### src/rtl/ps2_key_decoder.sv
// PS/2 frame receiver plus arrow/space decoder; byteValid/frameErr in E+1, key levels and start in E+2.
// Pure receiver: no backpressure, each valid byte is consumed in the cycle it is flagged.
module ps2_key_decoder #(
    parameter int TIMEOUT_CYCLES = 50000
) (
    input  logic       clk,
    input  logic       reset,
    input  logic       ps2Clk,
    input  logic       ps2Data,
    output logic       leftPress,
    output logic       rightPress,
    output logic       start,
    output logic       byteValid,
    output logic [7:0] byteData,
    output logic       frameErr
);

    localparam int WD_W = $clog2(TIMEOUT_CYCLES + 1);

    typedef enum logic [1:0] {S_IDLE, S_DATA, S_PARITY, S_STOP} state_t;

    logic            clk_s1_q, clk_s2_q, clk_prev_q;
    logic            dat_s1_q, dat_s2_q;
    logic            edge_q, bit_q;
    state_t          state_q, state_d;
    logic [2:0]      cnt_q;
    logic [7:0]      shift_q;
    logic            par_q;
    logic [WD_W-1:0] wd_q;
    logic            timeout;
    logic            frame_ok_d, frame_bad_d;
    logic            byte_vld_q, byte_err_q;
    logic [7:0]      byte_dat_q;
    logic            ext_q, ext_d, brk_q, brk_d, space_q, space_d;
    logic            left_q, left_d, right_q, right_d, start_q, start_d;

    // Synchronizers reset to the idle-high line level so no edge is seen after reset.
    always_ff @(posedge clk) begin
        if (reset) begin
            clk_s1_q   <= 1'b1;
            clk_s2_q   <= 1'b1;
            clk_prev_q <= 1'b1;
            dat_s1_q   <= 1'b1;
            dat_s2_q   <= 1'b1;
            edge_q     <= 1'b0;
            bit_q      <= 1'b1;
        end else begin
            clk_s1_q   <= ps2Clk;
            clk_s2_q   <= clk_s1_q;
            clk_prev_q <= clk_s2_q;
            dat_s1_q   <= ps2Data;
            dat_s2_q   <= dat_s1_q;
            edge_q     <= !clk_s2_q && clk_prev_q;
            bit_q      <= dat_s2_q;
        end
    end

    assign timeout = (state_q != S_IDLE) && !edge_q && (wd_q == WD_W'(TIMEOUT_CYCLES - 1));

    always_ff @(posedge clk) begin
        if (reset) begin
            state_q <= S_IDLE;
        end else begin
            state_q <= state_d;
        end
    end

    always_comb begin
        state_d = state_q;
        if (timeout) begin
            state_d = S_IDLE;
        end else if (edge_q) begin
            case (state_q)
                S_IDLE:   if (!bit_q) state_d = S_DATA;
                S_DATA:   if (cnt_q == 3'd7) state_d = S_PARITY;
                S_PARITY: state_d = S_STOP;
                S_STOP:   state_d = S_IDLE;
                default:  state_d = S_IDLE;
            endcase
        end
    end

    always_comb begin
        frame_ok_d  = 1'b0;
        frame_bad_d = timeout;
        if (edge_q && state_q == S_STOP) begin
            if ((^{shift_q, par_q}) && bit_q) begin
                frame_ok_d = 1'b1;
            end else begin
                frame_bad_d = 1'b1;
            end
        end
    end

    always_ff @(posedge clk) begin
        if (reset) begin
            cnt_q      <= 3'd0;
            shift_q    <= 8'h00;
            par_q      <= 1'b0;
            wd_q       <= '0;
            byte_vld_q <= 1'b0;
            byte_err_q <= 1'b0;
            byte_dat_q <= 8'h00;
        end else begin
            byte_vld_q <= frame_ok_d;
            byte_err_q <= frame_bad_d;
            if (frame_ok_d) byte_dat_q <= shift_q;
            if (state_q == S_IDLE || edge_q || timeout) begin
                wd_q <= '0;
            end else begin
                wd_q <= wd_q + WD_W'(1);
            end
            if (edge_q) begin
                case (state_q)
                    S_IDLE: cnt_q <= 3'd0;
                    S_DATA: begin
                        shift_q <= {bit_q, shift_q[7:1]};
                        cnt_q   <= cnt_q + 3'd1;
                    end
                    S_PARITY: par_q <= bit_q;
                    default: ;
                endcase
            end
        end
    end

    always_comb begin
        ext_d   = ext_q;
        brk_d   = brk_q;
        space_d = space_q;
        left_d  = left_q;
        right_d = right_q;
        start_d = 1'b0;
        if (byte_err_q) begin
            ext_d = 1'b0;
            brk_d = 1'b0;
        end else if (byte_vld_q) begin
            if (byte_dat_q == 8'hE0) begin
                ext_d = 1'b1;
            end else if (byte_dat_q == 8'hF0) begin
                brk_d = 1'b1;
            end else begin
                if (ext_q && byte_dat_q == 8'h6B) begin
                    left_d = !brk_q;
                end else if (ext_q && byte_dat_q == 8'h74) begin
                    right_d = !brk_q;
                end else if (!ext_q && byte_dat_q == 8'h29) begin
                    // A make while already held is typematic repeat and must not restart the game.
                    if (brk_q) begin
                        space_d = 1'b0;
                    end else if (!space_q) begin
                        space_d = 1'b1;
                        start_d = 1'b1;
                    end
                end
                ext_d = 1'b0;
                brk_d = 1'b0;
            end
        end
    end

    always_ff @(posedge clk) begin
        if (reset) begin
            ext_q   <= 1'b0;
            brk_q   <= 1'b0;
            space_q <= 1'b0;
            left_q  <= 1'b0;
            right_q <= 1'b0;
            start_q <= 1'b0;
        end else begin
            ext_q   <= ext_d;
            brk_q   <= brk_d;
            space_q <= space_d;
            left_q  <= left_d;
            right_q <= right_d;
            start_q <= start_d;
        end
    end

    assign leftPress  = left_q;
    assign rightPress = right_q;
    assign start      = start_q;
    assign byteValid  = byte_vld_q;
    assign byteData   = byte_dat_q;
    assign frameErr   = byte_err_q;

endmodule
### config.mk
export PLATFORM = sky130hd
export DESIGN_NAME = ps2_key_decoder
export DESIGN_NICKNAME = d
export VERILOG_FILES = /design/src/rtl/ps2_key_decoder.sv
export SDC_FILE = /design/constraint.sdc
export NUM_CORES = 1
export LEC_CHECK = 0
export BUFFER_PORTS_ARGS = -buffer_cell sky130_fd_sc_hd__buf_2
export CORE_ASPECT_RATIO = 0.7
export CORE_UTILIZATION = 50
export CTS_CLUSTER_SIZE = 12
export DETAILED_ROUTE_END_ITERATION = 6
export GPL_TIMING_DRIVEN = 0
export PLACE_DENSITY_LB_ADDON = 0.15
export SLEW_MARGIN = 20
export SYNTH_ARGS = -nofsm -noshare
export SYNTH_HDL_FRONTEND = slang
export SYNTH_SLANG_ARGS = --single-unit
### constraint.sdc
create_clock -name clk -period 2.3 [get_ports clk]
set_input_delay 0.46 -clock clk [delete_from_list [all_inputs] [get_ports clk]]
set_output_delay 0.46 -clock clk [all_outputs]
set_load 0.01 [all_outputs]
; Yosys cells after proc, flatten, opt, wreduce, memory -nomap -nowiden
; Cells that the tools add are included.
[totals]
regBits = 53
latchBits = 0
ram_bits = 0
mem_bits_ro = 0
elab_cells = 87
n_memories = 0
[classes]
add_sub_neg = 2
multipliers = 0
n_div = 0
order_cmp = 0
eq_ne = 13
n_shift = 0
muxes = 13
n_bitwise = 7
n_reduce_logical = 31
[op_table]
columns = cell, n
row1 = "adder 16 x 1 -> 16 bit, second input constant", 1
row2 = "equality test 16 bit, second input constant", 1
row3 = "equality test 8 x 7 -> 1 bit, second input constant", 2
row4 = "equality test 8 bit, second input constant", 2
row5 = AND reduction 2 bit, 5
row6 = two-way mux 1 bit, 9
row7 = OR reduction 9 bit, 1
row8 = XOR reduction 9 bit, 1
row9 = "equality test 8 x 6 -> 1 bit, second input constant", 1
row10 = logical AND 1 bit, 8
row11 = case mux 2 bit (4 select lines), 1
row12 = inverter 1 bit, 7
row13 = AND reduction 7 bit, 1
row14 = "inequality test 2 bit, second input constant", 3
row15 = case mux 3 bit (2 select lines), 1
row16 = AND reduction 6 bit, 1
row17 = OR reduction 2 bit, 3
row18 = AND reduction 5 bit, 1
row19 = "equality test 2 bit, second input constant", 2
row20 = logical NOT 1 bit, 4
row21 = two-way mux 2 bit, 2
row22 = nonzero test 2 bit, 2
row23 = "adder 3 x 1 -> 3 bit, second input constant", 1
row24 = "equality test 3 bit, second input constant", 1
row25 = 4 further kinds, 5

; Longest topological paths before layout
; Gate-level depths: netlist (run 1).
[logic_depth]
ltp_word = 5
mapped_depth = 6
ltp_nobuf = 6

; Worst setup path after synthesis (run 1)
; Ideal clock, no wire load.
[synth_timing]
kind = register to register
startpoint = register byte_vld_q (netlist: byteValid)
endpoint = register space_q
setup_ps = 128
t_arrival_ps = 1511
slack_ps = 661
stages_incl_launch_ff = 5
cell_sequence = dfxtp_1 -> or4b_2 -> nor4_1 -> mux2i_1 -> nor2_1
[synth_via]
elab_chain_len = 1
[synth_rtl]
columns = element, line_no
row1 = "start, declared", 32  ; logic byte_vld_q, byte_err_q;
row2 = "start signal, assigned", 105  ; byte_vld_q <= frame_ok_d;
row3 = AND reduction 7 bit (no source line), -
row4 = "end signal, assigned", 173  ; space_q <= space_d;
row5 = "end, declared", 34  ; logic ext_q, ext_d, brk_q, brk_d, space_q, space_d;
; No other way between the ends.
; A chain may end at the register's enable or synchronous reset.

; Worst setup path after layout (run 1)
[layout_timing]
startpoint = register wd_q[0]
endpoint = register wd_q[2]
[layout_via]
elab_chain_len = 4
[layout_rtl]
columns = element, line_no
row1 = "start, declared", 29  ; logic [WD_W-1:0] wd_q;
row2 = "start signal, assigned", 111  ; wd_q <= wd_q + WD_W'(1);
row3 = "parallel branches: the longest is 4 deep, another holds adder 16 x 1 -> 16 bit", -
; Parallel ways; which one is timed is not known.

==> results.tsv, run 1 <==
metric	value	unit
skew	0.0109	ns
min_period_over_period	86.7	%
tritoncts	yes	
layout.cells.non_filler	339	
grt_first_pass_wirelength	7.38	mm
crit_family	simple AND/OR/NAND/NOR gates	
dieWidth	84.5	µm
setup_violations	0	
htreeDepth	2	
n_antenna_cell	0	
grt_setup_unrepaired	no	
final_cell_mix	53 x dfxtp_1, 31 x nand2_1, 23 x nor2_1	
final_common_cell	dfxtp_1	
p_sw_share	21.6	%
combPwrFrac	1.9	%
avgRoutedWirePerCell	13.1	µm
drc	4	
vias	1803	
worst_ep_arrival_time	2.17	ns
period_needed	1.99	ns
p_leak	0.937	nW
detail-route-antenna-nets	0	
first_iter_violations	85	
cp-end-kind	flip-flop	
cts.path.max_buffers	2	
die-area	5050	µm²
peakVddDrop	318	µV
p_sw	316	µW
fillerInstances	390	
path_cells	ha_1 > and3_1 > nand4_1 > nand2_1 > clkbuf_1 > nor2_1	
hold_path.class	input port to flip-flop	
clock-sinks	53	
rows	20	
start_util	53.5	%
routed_wl	4.45	mm
place_inst	331	
seq_area_frac_synth	44.5	%
syn-instance-count	260	
cts_made_buffers	5	
root_buffer	clkbuf_8	
synth_area	2380	µm²
slew_headroom	64.7	%
worstMarginPinSlew	0.529	ns
core_area	4450	µm²
cp_num_buf_inv	1	
drv_cap	0	
holdBufCountCts	0	
viasPerCell	5.32	
synth_nets	271	
critPathLaunchType	flip-flop	
grtUsageTotal	19.2	%
worst_hold_slack	0.327	ns
port_buffers	16	
first_pass_iters	6	
ys_ff_latch	53	
post_synth.cell_area_avg	9.17	µm²
violations	design-rule violations	
clock_latency	0.31	ns
fmax	0.501	GHz
antenna_found_initial	0	
required	2.48	ns
power_density	560	nW/µm²
status	complete, but fails checks	
boundaryPins	17	
critPathKind	flip-flop to flip-flop	
ys_warn_count	0	
fin_area	2620	µm²
grt_pass1_vias	1544	
num-nets-final	294	
dpl.hpwl	3.31	mm
pwr-share-clk	35.1	%
yosysUniqueCellTypes	42	
post_cts_buffers	0	
crit_path_max_fanout	10	
max_stage_delay	0.41	ns
slew_viol_final	0	
cpMaxStageDelayCell	clkbuf_1	
drive_gt1_share	11.6	%
ctsResizeCount	0	
dieHeight	59.8	µm
hold_viol_final	0	
layout-area-overhead-vs-synth	9.76	%
intPower	1.15	mW
place.gp.congestion	0.833	
placed_area	2530	µm²
setup_tns	0	ns
clk_pin_slew	0.09	ns
grt_overflow	0	
power_frac_seq	63.0	%
grt_max_degree	16	
final cells by class:
class	count	area [µm²]	area share (%)
multi-input combinational	192	1270	48.4
sequential	53	1060	40.5
timing repair buffer	16	80.1	3.06
clock buffer	7	76.3	2.92
tap	55	68.8	2.63
buffer	8	31.3	1.20
inverter	7	26.3	1.00
clock inverter	1	7.51	0.287
cell usage after synthesis:
master | number | area (µm²)
or4_1 | 1 | 7.51
or4b_2 | 2 | 20.0
nand3b_1 | 1 | 7.51
a22oi_1 | 2 | 15.0
xor2_1 | 8 | 70.1
clkbuf_1 | 7 | 26.3
nand4b_1 | 2 | 17.5
o21bai_1 | 1 | 7.51
nand3_1 | 8 | 40.0
a21oi_1 | 15 | 75.1
and4_1 | 1 | 8.76
and3_1 | 5 | 31.3
ha_1 | 7 | 87.6
or3_1 | 2 | 12.5
mux2i_1 | 11 | 110
dfxtp_1 | 53 | 1060
nand2b_1 | 18 | 113
nor3_1 | 4 | 20.0
nor4bb_1 | 1 | 10.0
a311oi_1 | 1 | 8.76
nor2b_1 | 2 | 12.5
xor3_1 | 1 | 23.8
a211oi_1 | 2 | 15.0
xnor3_1 | 1 | 22.5
nand2_1 | 31 | 116
xnor2_1 | 7 | 61.3
mux2i_4 | 1 | 22.5
inv_1 | 7 | 26.3
o31a_1 | 1 | 8.76
o31ai_1 | 1 | 7.51
xnor3_2 | 1 | 23.8
or2b_1 | 1 | 7.51
or4bb_1 | 1 | 11.3
and4b_1 | 1 | 10.0
or2_2 | 6 | 37.5
nor2_1 | 23 | 86.3
or4b_1 | 1 | 10.0
o21ai_0 | 3 | 15.0
nor4_1 | 8 | 50.1
nand4_1 | 9 | 56.3
buf_2 | 1 | 5.00
and2_1 | 1 | 6.26
sequential cells by signal (all words and copies together), names as in the netlist:
| register | cells |
|---|---|
| rightPress | 1 |
| bit_q | 1 |
| par_q | 1 |
| byteData | 8 |
| frameErr | 1 |
| wd_q | 16 |
| brk_q | 1 |
| ext_q | 1 |
| space_q | 1 |
| leftPress | 1 |
| start | 1 |
| byteValid | 1 |
| dat_s2_q | 1 |
| dat_s1_q | 1 |
| cnt_q | 3 |
| clk_s2_q | 1 |
| edge_q | 1 |
| clk_s1_q | 1 |
| clk_prev_q | 1 |
| state_q | 2 |
| shift_q | 8 |
per-stage QoR:
step                utilization, %  setup slack [ns]  total power [mW]
global route                  58.8             0.118              1.53
floorplan                        -             0.661             0.963
CTS                           58.8             0.330              1.48
detailed placement            56.9             0.336             0.973
global placement              56.9             0.351             0.973
finish                        58.8             0.306              1.46
routing by layer:
layer,share of wire (%),wire (µm),GRT usage [%],vias up
met2,38,1690,26.4,42
li1,-,-,-,947
met1,55,2460,28.6,807
met4,1.7,75,8.23,0
met5,0,0,0,-
met3,5.0,224,4.56,7
power by group through the flow:
stage	registers (mW)	logic, mW	clock network, mW
after CTS	0.924	0.0283	0.531
after global routing	0.924	0.0313	0.572
final	0.923	0.0278	0.513
after global placement	0.945	0.0277	0
after detailed placement	0.945	0.0283	0
after floorplan	0.944	0.0184	0
path summary, 6_finish.rpt:
path | cells after the start | start | endpoint | slack, ns
setup / recovery | 6 | wd_q[0] | wd_q[2] | 0.31
hold / removal | 2 | ps2Data | dat_s1_q | 0.33
setup reg to reg | 6 | wd_q[0] | wd_q[2] | 0.31
hold reg to reg | 1 | dat_s1_q | dat_s2_q | 0.42
cell families after synthesis:
group                    after synthesis  synth area share, %
adder cells (fa/ha/maj)                7                 3.67
flip-flops                            53                 44.5
XOR/XNOR                              18                 8.45
AND/OR/NAND/NOR                      129                 29.0
AO/OA/AOI/OAI                         26                 6.40
multiplexers                          12                 5.56
buffers and inverters                 15                 2.41
worst register-to-register path: cells and delay by family (launching register included):
family	cells	cell delay, ns
flops	1	0.38
buf+inv	1	0.41
fa+ha+maj	1	0.25
simple gates	4	0.83
No activity file was read; power rests on OpenSTA's default activity.
==> run 2, diff against run 1 <==
--- a/config.mk
+++ b/config.mk
@@ -7,10 +7,11 @@
 export LEC_CHECK = 0
 export BUFFER_PORTS_ARGS = -buffer_cell sky130_fd_sc_hd__buf_2
 export CORE_ASPECT_RATIO = 0.7
-export CORE_UTILIZATION = 50
+export CORE_UTILIZATION = 47
 export CTS_CLUSTER_SIZE = 12
 export DETAILED_ROUTE_END_ITERATION = 6
 export GPL_TIMING_DRIVEN = 0
+export MAX_ROUTING_LAYER = met4
 export PLACE_DENSITY_LB_ADDON = 0.15
 export SLEW_MARGIN = 20
 export SYNTH_ARGS = -nofsm -noshare
==> run 2 against run 1 <==
Effect of this change:
- the run now ends clean
- register-to-register slack improved by 0.05 ns
- non-clock buffer count unchanged
- global-route usage shrank 0.40 points
- count of clock-buffer cells in the layout fell by 1
- utilization shrank 4.2 points
- sequential cell count stayed put
- worst setup slack improved by 0.051 ns
- wire length is 0.27% higher
- critical endpoint is now wd_q[3]
==> results.tsv, run 2 (synthesis gave the netlist of run 1 again) <==
metric	value	unit	change
final_common_cell	dfxtp_1		
intPower	1.15	mW	about the same
antenna_found_initial	0		unchanged
min_to	dat_s1_q		
drive_gt1_share	12.0	%	+0.35 points
r2r_cells	6		unchanged
required	2.48	ns	about the same
combPwrFrac	1.9	%	about the same
crit_path_max_fanout	10		unchanged
p_leak	0.936	nW	-0.11%
seqCellArea	1060	µm²	unchanged
drc	0		-4
place_inst	345		+4.2%
viasPerCell	5.18		-2.6%
clk_pin_slew	0.09	ns	about the same
avgRoutedWirePerCell	12.6	µm	-3.7%
final_cell_mix	53 x dfxtp_1, 31 x nand2_1, 23 x nor2_1		
worst_hold_slack	0.332	ns	+0.00519 ns
multi_input_area	1270	µm²	unchanged
ctsResizeCount	0		unchanged
dpl.hpwl	3.32	mm	+0.35%
placed_area	2550	µm²	+0.69%
n_antenna_cell	0		unchanged
clock_latency	0.30	ns	about the same
vias	1828		+1.4%
setup_violations	0		unchanged
min_period_over_period	84.5	%	-2.2 points
first_iter_violations	95		+12%
grt_max_degree	17		+1
core_area	4830	µm²	+8.5%
fin_area	2640	µm²	+0.81%
hold_path.class	input port to flip-flop		
hp-start	ps2Data		
cts.path.max_buffers	2		unchanged
routed_wl	4.46	mm	+0.27%
reg2reg_slack	0.36	ns	+0.05 ns
skew	0.00751	ns	-0.00341 ns
start_util	49.3	%	-4.2 points
htreeDepth	2		unchanged
num-nets-final	294		unchanged
die-area	5370	µm²	+6.2%
timing.rr.end	wd_q[3]		
drv_cap	0		unchanged
worst_ep_arrival_time	2.12	ns	-0.05 ns
grt_first_pass_wirelength	7.42	mm	+0.65%
slew_headroom	64.8	%	+0.10 points
worstMarginPinSlew	0.528	ns	-0.00152 ns
cts_made_buffers	5		unchanged
pre_cts_ws	0.368	ns	+0.0322 ns
p_sw	327	µW	+3.3%
port_buffers	16		unchanged
holdBufCountCts	0		unchanged
status	finished, final reports clean		
critPathLaunchType	flip-flop		
largest-register	wd_q		
grt_setup_unrepaired	no		
fmax	0.515	GHz	+2.6%
largest_reg_flops	16		unchanged
setup_tns	0	ns	unchanged
pwr-share-clk	35.5	%	+0.4 points
timing.final.ws_setup	0.357	ns	+0.0514 ns
power_frac_seq	62.6	%	-0.4 points
power_density	559	nW/µm²	-0.14%
layout-area-overhead-vs-synth	10.7	%	
first_pass_iters	4		-2
post_cts_buffers	0		unchanged
grt_pass1_vias	1577		+2.1%
peakVddDrop	293	µV	-7.9%
dieWidth	87.1	µm	+3.1%
tritoncts	yes		
r2r_start	wd_q[0]		
layout.cells.non_filler	353		+4.1%
place.gp.congestion	0.831		-0.22%
hold_viol_final	0		unchanged
detail-route-antenna-nets	0		unchanged
clock-sinks	53		unchanged
p_sw_share	22.1	%	+0.57 points
root_buffer	clkbuf_8		
fillerInstances	478		+23%
boundaryPins	17		unchanged
critPathKind	flip-flop to flip-flop		
grt_overflow	0		unchanged
rows	21		+5.0%
hold_depth	2		unchanged
cp-end-kind	flip-flop		
slew_viol_final	0		unchanged
grtUsageTotal	18.8	%	-0.40 points
period_needed	1.94	ns	-0.0514 ns
dieHeight	61.6	µm	+3.0%
run 2: how the worst max path moves through the flow:
stage / start / to / cells after the start
floorplan: byteValid / space_q / 4
global placement: wd_q[0] / wd_q[3] / 6
detailed placement: wd_q[0] / wd_q[13] / 6
CTS: wd_q[0] / wd_q[2] / 6
global route: wd_q[0] / wd_q[11] / 6
finish: wd_q[0] / wd_q[3] / 6
run 2: area by class of cell:
type / count / share of cell area (%)
multi-input cells: 192 / 48.0
flip-flops and latches: 53 / 40.2
well taps: 69 / 3.27
repair buffers: 16 / 3.03
clock buffers: 6 / 2.75
plain buffers: 8 / 1.19
inverters: 7 / 0.996
clock inverters: 2 / 0.569
run 2: critical path, cell delays in order, from the launching register on:
cell and delay [ns]:
dfxtp_1 0.38, ha_1 0.26, and3_1 0.27, nand4_1 0.19
nand2_1 0.25, clkbuf_1 0.38, nor2_1 0.10
run 2: power groups by stage:
stage	clock (mW)	sequential, mW	combinational, mW
after floorplan	0	0.944	0.0184
after global routing	0.578	0.924	0.0311
after CTS	0.541	0.924	0.0285
after detailed placement	0	0.945	0.0284
after global placement	0	0.945	0.0280
final	0.523	0.923	0.0279
run 2: through the flow:
| stage | util (%) | power, mW |
|---|---|---|
| global route | 54.6 | 1.53 |
| detailed placement | 52.8 | 0.973 |
| global placement | 52.8 | 0.973 |
| floorplan | - | 0.963 |
| CTS | 54.6 | 1.49 |
| finish | 54.6 | 1.47 |
run 2: layer usage:
metal	vias to the layer above	global-route usage (%)	part of all wire [%]	wire, µm
met3	2	4.02	3.4	150
li1	947	-	-	-
met4	0	5.62	0.47	21
met1	845	26.4	57	2520
met5	-	-	0	0
met2	34	27.3	40	1760
